[src/rtl/crf_lite_master.sv]
// AXI4-Lite master: turns one register command at a time into a single AXI4-Lite
// write or read, returns the response, and flags a slave that never answers.
module crf_lite_master #(
    parameter int         AXI_DATA_WIDTH = 32,
    parameter int         AXI_ADDR_WIDTH = 32,
    parameter int         TIMEOUT_CYCLES = 1024,
    parameter logic [2:0] PROT_VALUE     = 3'b000
) (
    input  logic                          clk,
    input  logic                          rst,

    input  logic                          cmd_valid,
    output logic                          cmd_ready,
    input  logic                          cmd_write,
    input  logic [AXI_ADDR_WIDTH-1:0]     cmd_addr,
    input  logic [AXI_DATA_WIDTH-1:0]     cmd_wdata,
    input  logic [AXI_DATA_WIDTH/8-1:0]   cmd_wstrb,

    output logic                          rsp_valid,
    input  logic                          rsp_ready,
    output logic                          rsp_write,
    output logic [AXI_DATA_WIDTH-1:0]     rsp_rdata,
    output logic [1:0]                    rsp_resp,

    output logic                          timeout_err,
    output logic                          busy,

    output logic                          m_axi_awvalid,
    input  logic                          m_axi_awready,
    output logic [AXI_ADDR_WIDTH-1:0]     m_axi_awaddr,
    output logic [2:0]                    m_axi_awprot,
    output logic                          m_axi_wvalid,
    input  logic                          m_axi_wready,
    output logic [AXI_DATA_WIDTH-1:0]     m_axi_wdata,
    output logic [AXI_DATA_WIDTH/8-1:0]   m_axi_wstrb,
    input  logic                          m_axi_bvalid,
    output logic                          m_axi_bready,
    input  logic [1:0]                    m_axi_bresp,
    output logic                          m_axi_arvalid,
    input  logic                          m_axi_arready,
    output logic [AXI_ADDR_WIDTH-1:0]     m_axi_araddr,
    output logic [2:0]                    m_axi_arprot,
    input  logic                          m_axi_rvalid,
    output logic                          m_axi_rready,
    input  logic [AXI_DATA_WIDTH-1:0]     m_axi_rdata,
    input  logic [1:0]                    m_axi_rresp
);

    localparam int               CNT_W   = $clog2(TIMEOUT_CYCLES) + 1;
    localparam logic [CNT_W-1:0] CNT_MAX = CNT_W'(TIMEOUT_CYCLES - 1);
    localparam logic [CNT_W-1:0] CNT_ONE = CNT_W'(1);

    typedef enum logic [2:0] {
        IDLE,
        WR,
        WR_RESP,
        RD,
        RD_DATA,
        RSP
    } state_t;

    state_t                      state;
    logic [CNT_W-1:0]            wd_cnt;
    logic [AXI_ADDR_WIDTH-1:0]   addr_q;
    logic                        waiting;
    logic                        aw_clear;
    logic                        w_clear;

    assign cmd_ready    = (state == IDLE);
    assign busy         = (state != IDLE);
    assign m_axi_awaddr = addr_q;
    assign m_axi_araddr = addr_q;
    assign m_axi_awprot = PROT_VALUE;
    assign m_axi_arprot = PROT_VALUE;

    assign waiting  = (state == WR) || (state == WR_RESP) || (state == RD) || (state == RD_DATA);
    // A channel counts as done if it already finished or is handshaking this cycle
    assign aw_clear = !m_axi_awvalid || m_axi_awready;
    assign w_clear  = !m_axi_wvalid  || m_axi_wready;

    always_ff @(posedge clk) begin
        if (rst) begin
            state         <= IDLE;
            wd_cnt        <= '0;
            timeout_err   <= 1'b0;
            addr_q        <= '0;
            m_axi_awvalid <= 1'b0;
            m_axi_wvalid  <= 1'b0;
            m_axi_wdata   <= '0;
            m_axi_wstrb   <= '0;
            m_axi_bready  <= 1'b0;
            m_axi_arvalid <= 1'b0;
            m_axi_rready  <= 1'b0;
            rsp_valid     <= 1'b0;
            rsp_write     <= 1'b0;
            rsp_rdata     <= '0;
            rsp_resp      <= '0;
        end else begin
            // Watchdog saturates; valid can never be withdrawn, so the FSM keeps waiting
            if (waiting && wd_cnt == CNT_MAX) begin
                timeout_err <= 1'b1;
            end
            if (waiting && wd_cnt != CNT_MAX) begin
                wd_cnt <= wd_cnt + CNT_ONE;
            end

            case (state)
                IDLE: begin
                    if (cmd_valid) begin
                        addr_q <= cmd_addr;
                        wd_cnt <= '0;
                        if (cmd_write) begin
                            m_axi_wdata   <= cmd_wdata;
                            m_axi_wstrb   <= cmd_wstrb;
                            m_axi_awvalid <= 1'b1;
                            m_axi_wvalid  <= 1'b1;
                            state         <= WR;
                        end else begin
                            m_axi_arvalid <= 1'b1;
                            state         <= RD;
                        end
                    end
                end
                WR: begin
                    if (m_axi_awready) begin
                        m_axi_awvalid <= 1'b0;
                    end
                    if (m_axi_wready) begin
                        m_axi_wvalid <= 1'b0;
                    end
                    if (aw_clear && w_clear) begin
                        m_axi_bready <= 1'b1;
                        wd_cnt       <= '0;
                        state        <= WR_RESP;
                    end
                end
                WR_RESP: begin
                    if (m_axi_bvalid) begin
                        m_axi_bready <= 1'b0;
                        rsp_write    <= 1'b1;
                        rsp_rdata    <= '0;
                        rsp_resp     <= m_axi_bresp;
                        rsp_valid    <= 1'b1;
                        wd_cnt       <= '0;
                        state        <= RSP;
                    end
                end
                RD: begin
                    if (m_axi_arready) begin
                        m_axi_arvalid <= 1'b0;
                        m_axi_rready  <= 1'b1;
                        wd_cnt        <= '0;
                        state         <= RD_DATA;
                    end
                end
                RD_DATA: begin
                    if (m_axi_rvalid) begin
                        m_axi_rready <= 1'b0;
                        rsp_write    <= 1'b0;
                        rsp_rdata    <= m_axi_rdata;
                        rsp_resp     <= m_axi_rresp;
                        rsp_valid    <= 1'b1;
                        wd_cnt       <= '0;
                        state        <= RSP;
                    end
                end
                RSP: begin
                    if (rsp_ready) begin
                        rsp_valid <= 1'b0;
                        state     <= IDLE;
                    end
                end
                default: state <= IDLE;
            endcase
        end
    end

endmodule

[config.mk]
export PLATFORM = sky130hd
export DESIGN_NAME = crf_lite_master
export DESIGN_NICKNAME = d
export VERILOG_FILES = /design/src/rtl/crf_lite_master.sv
export SDC_FILE = /design/constraint.sdc
export NUM_CORES = 1
export LEC_CHECK = 0
export ABC_CLOCK_PERIOD_IN_PS = 1700
export CAP_MARGIN = 20
export CORE_MARGIN = 2
export CORE_UTILIZATION = 36
export DETAILED_ROUTE_END_ITERATION = 16
export GPL_TIMING_DRIVEN = 0
export PLACE_DENSITY = 0.78
export REMOVE_ABC_BUFFERS = 1
export SLEW_MARGIN = 20
export SYNTH_ARGS = -nofsm -noshare
export SYNTH_HDL_FRONTEND = slang
export SYNTH_SLANG_ARGS = --single-unit
[constraint.sdc]
create_clock -name clk -period 1.7 [get_ports clk]
set_clock_uncertainty 0.15 [all_clocks]
set_input_delay 0.255 -clock clk [delete_from_list [all_inputs] [get_ports clk]]
set_output_delay 0.255 -clock clk [all_outputs]
set_load 0.005 [all_outputs]
== Word-level counts from Yosys, hierarchy flattened ==
Index checks and enable logic that the tools add are counted.

* Flip-flop bits (word level): 124
* Bits of input ports: 114
* Output and inout port bits: 150

* $add $sub $neg: 1
* Eq/ne operators: 17
* Mux-type cells: 42
* Reduce and logical (&&, ||, !) cells: 28

{| class="wikitable"
|+ Operators with widths
! cell !! number
|-
| $mux 11 || 6
|-
| $mux 32 || 2
|-
| $pmux 32 s2 || 1
|-
| $pmux 11 s5 || 1
|-
| $mux 3 || 6
|-
| $pmux 3 s6 || 1
|-
| $ne 2x2->1 const B || 8
|-
| $reduce_and 4->1 || 4
|-
| $mux 1 || 14
|-
| $pmux 1 s2 || 6
|-
| $reduce_and 3->1 || 4
|-
| $add 11x1->11 const B || 1
|-
| $eq 11x10->1 const B || 1
|-
| $ne 11x10->1 const B || 1
|-
| $reduce_bool 2->1 || 5
|-
| $eq 3x2->1 const B || 2
|-
| $eq 3x3->1 const B || 2
|-
| $mux 2 || 3
|-
| $reduce_and 6->1 || 1
|-
| $reduce_bool 3->1 || 2
|-
| $logic_or 1x1->1 || 5
|-
| $ne 2x1->1 const B || 2
|-
| $pmux 2 s2 || 1
|-
| $eq 3x1->1 const B || 1
|-
| 5 further kinds || 8
|}

== Longest topological paths before layout ==
Gate-level depths: netlist of the first run.

* Depth after elaboration: 8
* Depth in mapped cells: 8
* Gate-level depth less buffers: 5

== Least setup slack after synthesis of the first run ==
No wires, ideal clock.

* Kind: register to register
* From: register state[0]
* To: register state[1]
* Setup time: 0.122 ns
* Arrival: 1.464 ns
* Data required time: 1.428 ns
* Slack: -0.036 ns
* Stages on the path, launching flop included: 6
* Buffers on the path: 1
* Cell sequence: dfxtp_1 -> buf_2 -> and3b_1 -> o21a_1 -> or3_1 -> o311a_1

* Longest elaborated chain between the ends: 3
* Elaborated cells between the ends (all ways): 14
* Those cells by class: 11 x eq/ne; 1 x mux; 2 x reduce/logical

{| class="wikitable"
|+ RTL lines
! element !! RTL line !! text
|-
| start, declared || 62 || <nowiki>state_t state;</nowiki>
|-
| start signal, assigned || 83 || <nowiki>state <= IDLE;</nowiki>
|-
| start signal, assigned || 117 || <nowiki>state <= WR;</nowiki>
|-
| start signal, assigned || 120 || <nowiki>state <= RD;</nowiki>
|-
| $eq 3x2->1 (tied with other cells) || 107 || <nowiki>case (state)</nowiki>
|-
| $ne 2x2->1 (no source line) / $ne 2x1->1 (equally long branches) || n/a ||
|-
| $reduce_and 6->1 (no source line) || n/a ||
|}

Several ways; a longest one is shown, not always the timed one.
A chain may end at the register's enable or synchronous reset.

== Worst setup path after layout of the first run ==
* From: register state[1]
* To: output port cmd_ready

* Longest elaborated chain between the ends: 1

{| class="wikitable"
|+ RTL lines
! element !! RTL line !! text
|-
| $logic_not 3->1 || 69 || <nowiki>assign cmd_ready = (state == IDLE);</nowiki>
|-
| end, declared || 13 || <nowiki>output logic cmd_ready,</nowiki>
|}

No other way between the ends.

==> flow_metrics.py, run 1 <==
metrics = {
    "setup_path": {
        "startpoint_type": "flip-flop",
        "path_max_fanout": 4,
        "crit_arrival_ns": 1.41,
        "path_class": "flip-flop to primary output",
        "worstSetupEndpointType": "primary output",
        "critPathRequiredTime_ns": 1.29,
    },
    "finish": {
        "n_antenna_cell": 0,
        "drive_gt1_frac": 0.2442,
        "final_cell_mix": "clkdlybuf4s50_1, nand2_1, dfxtp_1",
        "stdcell_count": 1040,
        "ff_latch_area_mm2": 0.002546,
        "layout_commonest_cell": "clkdlybuf4s50_1",
        "area_growth_syn_to_layout_pct": 82.56,
        "finalNetCount": 966,
        "fillCellCount": 1043,
        "multi_input_area_mm2": 0.002459,
    },
    "outcome": {
        "violations": "negative setup slack",
        "outcome": "finished, violations left",
    },
    "global_routing": {
        "antenna_found_initial": 0,
        "grt_max_degree": 66,
        "grtUsageTotal": 0.2098,
        "grt_pass1_vias": 4729,
        "grt_pass1_wl_um": 24220,
        "grt-ovfl-total": 0,
    },
    "placement": {
        "dp.cells": 951,
        "detailed_place_hpwl_um": 9810,
        "io_buffer_count": 257,
        "place_ws_ns": -0.9812,
        "place.gp.congestion": 0.7488,
    },
    "timing": {
        "maxSlewViolCount": 0,
        "relSlewSlack": 0.5523,
        "max_freq_ghz": 0.5513,
        "grt_setup_unrepaired": "true",
        "min_period_ns": 1.814,
        "period_share": 1.067,
        "worst_slack_ns": -0.1140,
        "tightest_slew_ns": 0.6695,
        "hold_viol": 0,
        "setup_viol": 67,
    },
    "synthesis": {
        "netlist_area_mm2": 0.004971,
        "synth_top_family_by_area": "simple AND/OR/NAND/NOR gates",
        "synth_fa_ha_area_frac": 0.002517,
        "synth_area_leader_cell": "dfxtp_1",
        "synth_compound_gate_area_share": 0.1774,
        "synth_xor_area_frac": 0.001762,
        "synth_ff_type": "dfxtp_1",
        "synth_simple_gate_area_frac": 0.2064,
        "yosys_warnings": 0,
        "synth_top_area_share": 0.4994,
        "synthCells": 587,
        "avgSynthCellArea_um2": 8.469,
        "synth-seq-cells": 124,
        "synth.area.top_cells": "dfxtp_1, nand2_1, a21oi_1",
        "synthMuxAreaShare": 0.008054,
        "yosysSeqAreaShare": 0.4994,
        "synth-edff-count": 0,
        "async_flop_share": 0,
        "yosysUniqueCellTypes": 51,
    },
    "clock_tree": {
        "cts_sinks": 124,
        "ctsHoldBuffers": 0,
        "cts-htree-levels": 4,
        "cts_tree": "done",
        "cts_buffer_depth": 2,
        "root_buffer": "clkbuf_16",
        "cts.reportedPaths.clkPinSlew_ns": 0.06,
        "numCtsBuffers": 17,
        "clk-insertion-delay-late_ns": 0.42,
    },
    "floorplan": {
        "row_count": 42,
        "io_pins": 264,
        "core_region_area_mm2": 0.01335,
        "fp.dieH_um": 121.5,
        "die_x_um": 121.5,
        "dieArea_mm2": 0.01476,
        "start_util": 0.3724,
    },
    "routing": {
        "via_per_inst": 4.987,
        "vias": 5186,
        "drt_wl_total_um": 17570,
        "drc": 0,
        "dr.first_iter.drc_count": 265,
        "drt-wirelength-per-cell_um": 16.89,
        "drtPass1Iterations": 5,
        "ant_nets": 0,
    },
    "pwr": {
        "p_leak_nw": 4.104,
        "ir_drop_uv": 719.3,
        "power_density_mw_per_mm2": 1328,
    },
    "run": {
        "max_cap_violations": 0,
    },
    "hold_path": {
        "hp-class": "primary input to flip-flop",
    },
}
[layer usage]
metal  track usage  vias up  part of all wire
met5             0        -                 0
met4       0.07615        0             0.017
met1        0.2381     2433              0.39
li1              -     2506                 -
met3       0.07002       35             0.075
met2        0.3669      212              0.52
[cell families after synthesis]
kind of cell             after synthesis
multiplexers                           4
adder cells (fa/ha/maj)                1
AO/OA/AOI/OAI                        142
XOR/XNOR                               1
flip-flops                           124
buffers and inverters                 82
AND/OR/NAND/NOR                      232
other                                  1
[what timing repair did]
| item | CTS | global route |
|---|---|---|
| buffers inserted | 33 | 10 |
| pin swaps | 16 | 38 |
| endpoints found under the hold margin | 0 | 0 |
| gates resized for setup | 90 | 144 |
| endpoints found under the setup margin | 180 | 170 |
| gates cloned | 6 | 8 |
[Yosys cell counts (all sizes together), types with 2 or more instances]
cell,number
nand2,143
dfxtp,124
a21oi,78
buf,57
nor2,45
a22oi,32
clkbuf,20
o21ai,10
nand4,7
nor3,6
nor3b,6
a211oi,5
inv,5
nand3,5
or3,5
mux2i,4
nor2b,3
o31ai,3
a31oi,2
and2,2
nand3b,2
nor4,2
o21bai,2
o311a,2
or4,2
[power breakdown]
part           switching (W)  total [W]  internal (W)
clock network        0.00133    0.00396       0.00263
registers           0.000309    0.00368       0.00337
logic                0.00206    0.00442       0.00236
total                0.00370     0.0121       0.00835
[worst paths after layout]
| kind | endpoint | slack, ns | cells past startpoint | from |
|---|---|---|---|---|
| min | m_axi_araddr[14] | 0.08 | 2 | rst |
| min reg2reg | m_axi_wdata[4] | 0.30 | 2 | m_axi_wdata[4] |
| max | cmd_ready | -0.11 | 3 | state[1] |
| max reg2reg | state[1] | -0.10 | 5 | state[1] |
[metrics by stage]
step | TNS [ns] | instance area (um^2) | hold slack (ns) | utilization | power, W
2_1_floorplan | -61.71 | 4493 | 0.1741 | - | 0.004991
3_3_place_gp | -317.92 | 7286 | 0.2915 | 0.5458 | 0.006728
3_5_place_dp | -96.09 | 7342 | 0.2957 | 0.5501 | 0.006819
4_1_cts | -1.345 | 8436 | 0.06421 | 0.6320 | 0.01145
5_1_grt | -8.627 | 9075 | 0.1118 | 0.6799 | 0.01256
6_report | -3.858 | 9075 | 0.08028 | 0.6799 | 0.01205
[cell type report]
class,count,area share
clock buffer,20,0.04922
clock inverter,12,0.02137
inverter,5,0.002344
multi-input combinational,397,0.2709
sequential,124,0.2806
tap,176,0.02427
timing repair buffer,306,0.3513
[critical path, stage by stage (launching register included)]
cell     delay, ns
dfxtp_4       0.36
or3_4         0.44
inv_4         0.10
buf_6         0.10
[flip-flops by register name, summed over array words and instances, names as in the netlist]
signal / flops
m_axi_araddr: 32
m_axi_wstrb: 4
m_axi_awvalid: 1
m_axi_wvalid: 1
rsp_rdata: 32
rsp_write: 1
m_axi_wdata: 32
rsp_resp: 2
timeout_err: 1
rsp_valid: 1
m_axi_rready: 1
state: 3
m_axi_arvalid: 1
wd_cnt: 11
m_axi_bready: 1
Power figures use the tool's default switching activity.
==> run 2, diff against run 1 <==
==> constraint.sdc (replaced) <==
create_clock -name clk -period 1.7 [get_ports clk]
set_clock_uncertainty 0.15 [all_clocks]
set_input_delay 0.255 -clock clk [delete_from_list [all_inputs] [get_ports clk]]
set_output_delay 0.255 -clock clk [all_outputs]
set_load 0.01 [all_outputs]
==> flow_metrics.py, run 2 (synthesis results as in run 1) <==
metrics = {
    "outcome": {
        "outcome": "finished, violations left",
        "violations": "negative setup slack",
    },
    "routing": {
        "drt_wl_total_um": 18770,
        "drt-wirelength-per-cell_um": 17.79,
        "via_per_inst": 5.107,
        "dr.first_iter.drc_count": 310,
        "ant_nets": 0,
        "vias": 5388,
        "drtPass1Iterations": 6,
        "drc": 0,
    },
    "timing": {
        "max_freq_ghz": 0.5287,
        "tns_ns": -2.932,
        "setup_viol": 48,
        "hold_ws_ns": 0.08667,
        "maxSlewViolCount": 0,
        "period_share": 1.113,
        "hold_viol": 0,
        "worst_slack_ns": -0.1914,
        "tightest_slew_ns": 0.9672,
        "relSlewSlack": 0.3552,
        "min_period_ns": 1.891,
        "grt_setup_unrepaired": "true",
    },
    "setup_path": {
        "reg2regPathDepth": 5,
        "startpoint_type": "flip-flop",
        "cpMaxStageDelayCell": "or4_4",
        "worstSetupEndpointType": "flip-flop",
        "path_class": "flip-flop to flip-flop",
        "path_cells": "buf_6 > o21ai_4 > o311ai_4 > or4_4 > a21oi_2",
        "slowest_delay_ns": 0.55,
        "r2r_end": "wd_cnt[7]",
        "path_max_fanout": 6,
        "rrSetupSlack_ns": -0.19,
        "r2r_start": "state[0]",
        "crit_arrival_ns": 2.09,
        "critPathRequiredTime_ns": 1.90,
    },
    "finish": {
        "layout_commonest_cell": "dlygate4sd2_1",
        "fillCellCount": 1037,
        "n_antenna_cell": 0,
        "area_growth_syn_to_layout_pct": 85.83,
        "stdcell_count": 1055,
        "finalNetCount": 981,
        "drive_gt1_frac": 0.2833,
        "final_cell_mix": "dlygate4sd2_1, dfxtp_1, clkdlybuf4s50_1",
        "final_cell_area_mm2": 0.009238,
    },
    "clock_tree": {
        "cts_tree": "done",
        "cts-htree-levels": 4,
        "numCtsBuffers": 17,
        "clk-insertion-delay-late_ns": 0.42,
        "cts.reportedPaths.clkPinSlew_ns": 0.06,
        "ctsHoldBuffers": 0,
        "cts_buffer_depth": 2,
        "cts_sinks": 124,
        "root_buffer": "clkbuf_16",
    },
    "floorplan": {
        "start_util": 0.3724,
        "fp.dieH_um": 121.5,
        "dieArea_mm2": 0.01476,
        "core_region_area_mm2": 0.01335,
        "die_x_um": 121.5,
        "io_pins": 264,
        "row_count": 42,
    },
    "pwr": {
        "ir_drop_uv": 757.8,
        "power_density_mw_per_mm2": 1369,
        "p_leak_nw": 4.188,
    },
    "global_routing": {
        "grtUsageTotal": 0.2132,
        "grt_pass1_vias": 4782,
        "grt_pass1_wl_um": 24600,
        "antenna_found_initial": 0,
        "grt_max_degree": 66,
        "grt-ovfl-total": 0,
    },
    "placement": {
        "place_ws_ns": -0.9812,
        "io_buffer_count": 257,
        "postPlaceCellArea_mm2": 0.007342,
        "dp.cells": 951,
        "detailed_place_hpwl_um": 9810,
        "place.gp.congestion": 0.7488,
    },
    "hold_path": {
        "worstHoldEndpoint": "m_axi_araddr[14]",
        "hold_start": "rst",
        "hp-class": "primary input to flip-flop",
        "hold_depth": 2,
    },
    "run": {
        "max_cap_violations": 0,
    },
}
## run 2: changes by cell type in the layout (fill, tap and decap cells not counted), moves of 7 or more
cell / before / now
nand2_1: 130 / 86
dfxtp_1: 83 / 118
nand2_4: 6 / 13
a21oi_2: 14 / 25
dfxtp_2: 36 / 1
dlygate4sd2_1: 20 / 127
dlymetal6s2s_1: 42 / 14
nand2_2: 7 / 45
a21oi_1: 63 / 52
clkdlybuf4s50_1: 192 / 112
## run 2: worst max path at each step
stage / from / end / depth (start not counted)
5_1_grt: wd_cnt[2] / wd_cnt[5] / 4
3_5_place_dp: cmd_valid / m_axi_wvalid / 6
2_1_floorplan: state[0] / m_axi_awvalid / 4
6_report: state[0] / wd_cnt[7] / 5
3_3_place_gp: rst / wd_cnt[2] / 3
4_1_cts: state[2] / cmd_ready / 3
## run 2: layer usage
layer	vias up	track usage	wire (um)
met5	-	0	0
met4	0	0.07399	457
met3	43	0.07143	1385
met2	227	0.3792	9705
met1	2569	0.2378	7221
li1	2549	-	-
## run 2: what timing repair did
| item | CTS | global route |
|---|---|---|
| pin swaps | 42 | 74 |
| gates cloned | 6 | 16 |
| resized for setup | 189 | 172 |
| endpoints found under the setup margin | 250 | 128 |
| setup buffers | 36 | 15 |
## run 2: through the flow
step                        util  total power [W]
after floorplan                -         0.005199
after CTS                 0.6255          0.01146
final                     0.6921          0.01265
after global routing      0.6921          0.01318
after detailed placement  0.5501         0.007033
after global placement    0.5458         0.006942
## run 2: report_power, final
group | internal [W] | switching (W) | leakage [nW] | total (W)
Sequential | 0.00334 | 0.000334 | 1.01 | 0.00367
Clock | 0.00263 | 0.00132 | 0.310 | 0.00395
Combinational | 0.00246 | 0.00257 | 2.87 | 0.00503
Total | 0.00843 | 0.00422 | 4.19 | 0.0126
## run 2: final cells by class
class / instances / area (um^2) / share of cell area
clock inverter: 12 / 193.9 / 0.02099
tap: 176 / 220.2 / 0.02384
timing repair buffer: 313 / 3053 / 0.3305
multi-input combinational: 405 / 2800 / 0.3031
clock buffer: 20 / 446.7 / 0.04835
inverter: 5 / 21.27 / 0.002303
sequential: 124 / 2502 / 0.2709
## run 2: critical path, delay by kind of cell (launching register included)
family,cells,cell delay [ns]
buf+inv,1,0.14
compound gates,3,0.61
simple gates,1,0.55
flops,1,0.37
==> run 3, diff against run 2 <==
- CAP_MARGIN: 20 -> 25
==> results of run 3 <==
Final layout, timing and power as in run 2 (identical DEF).
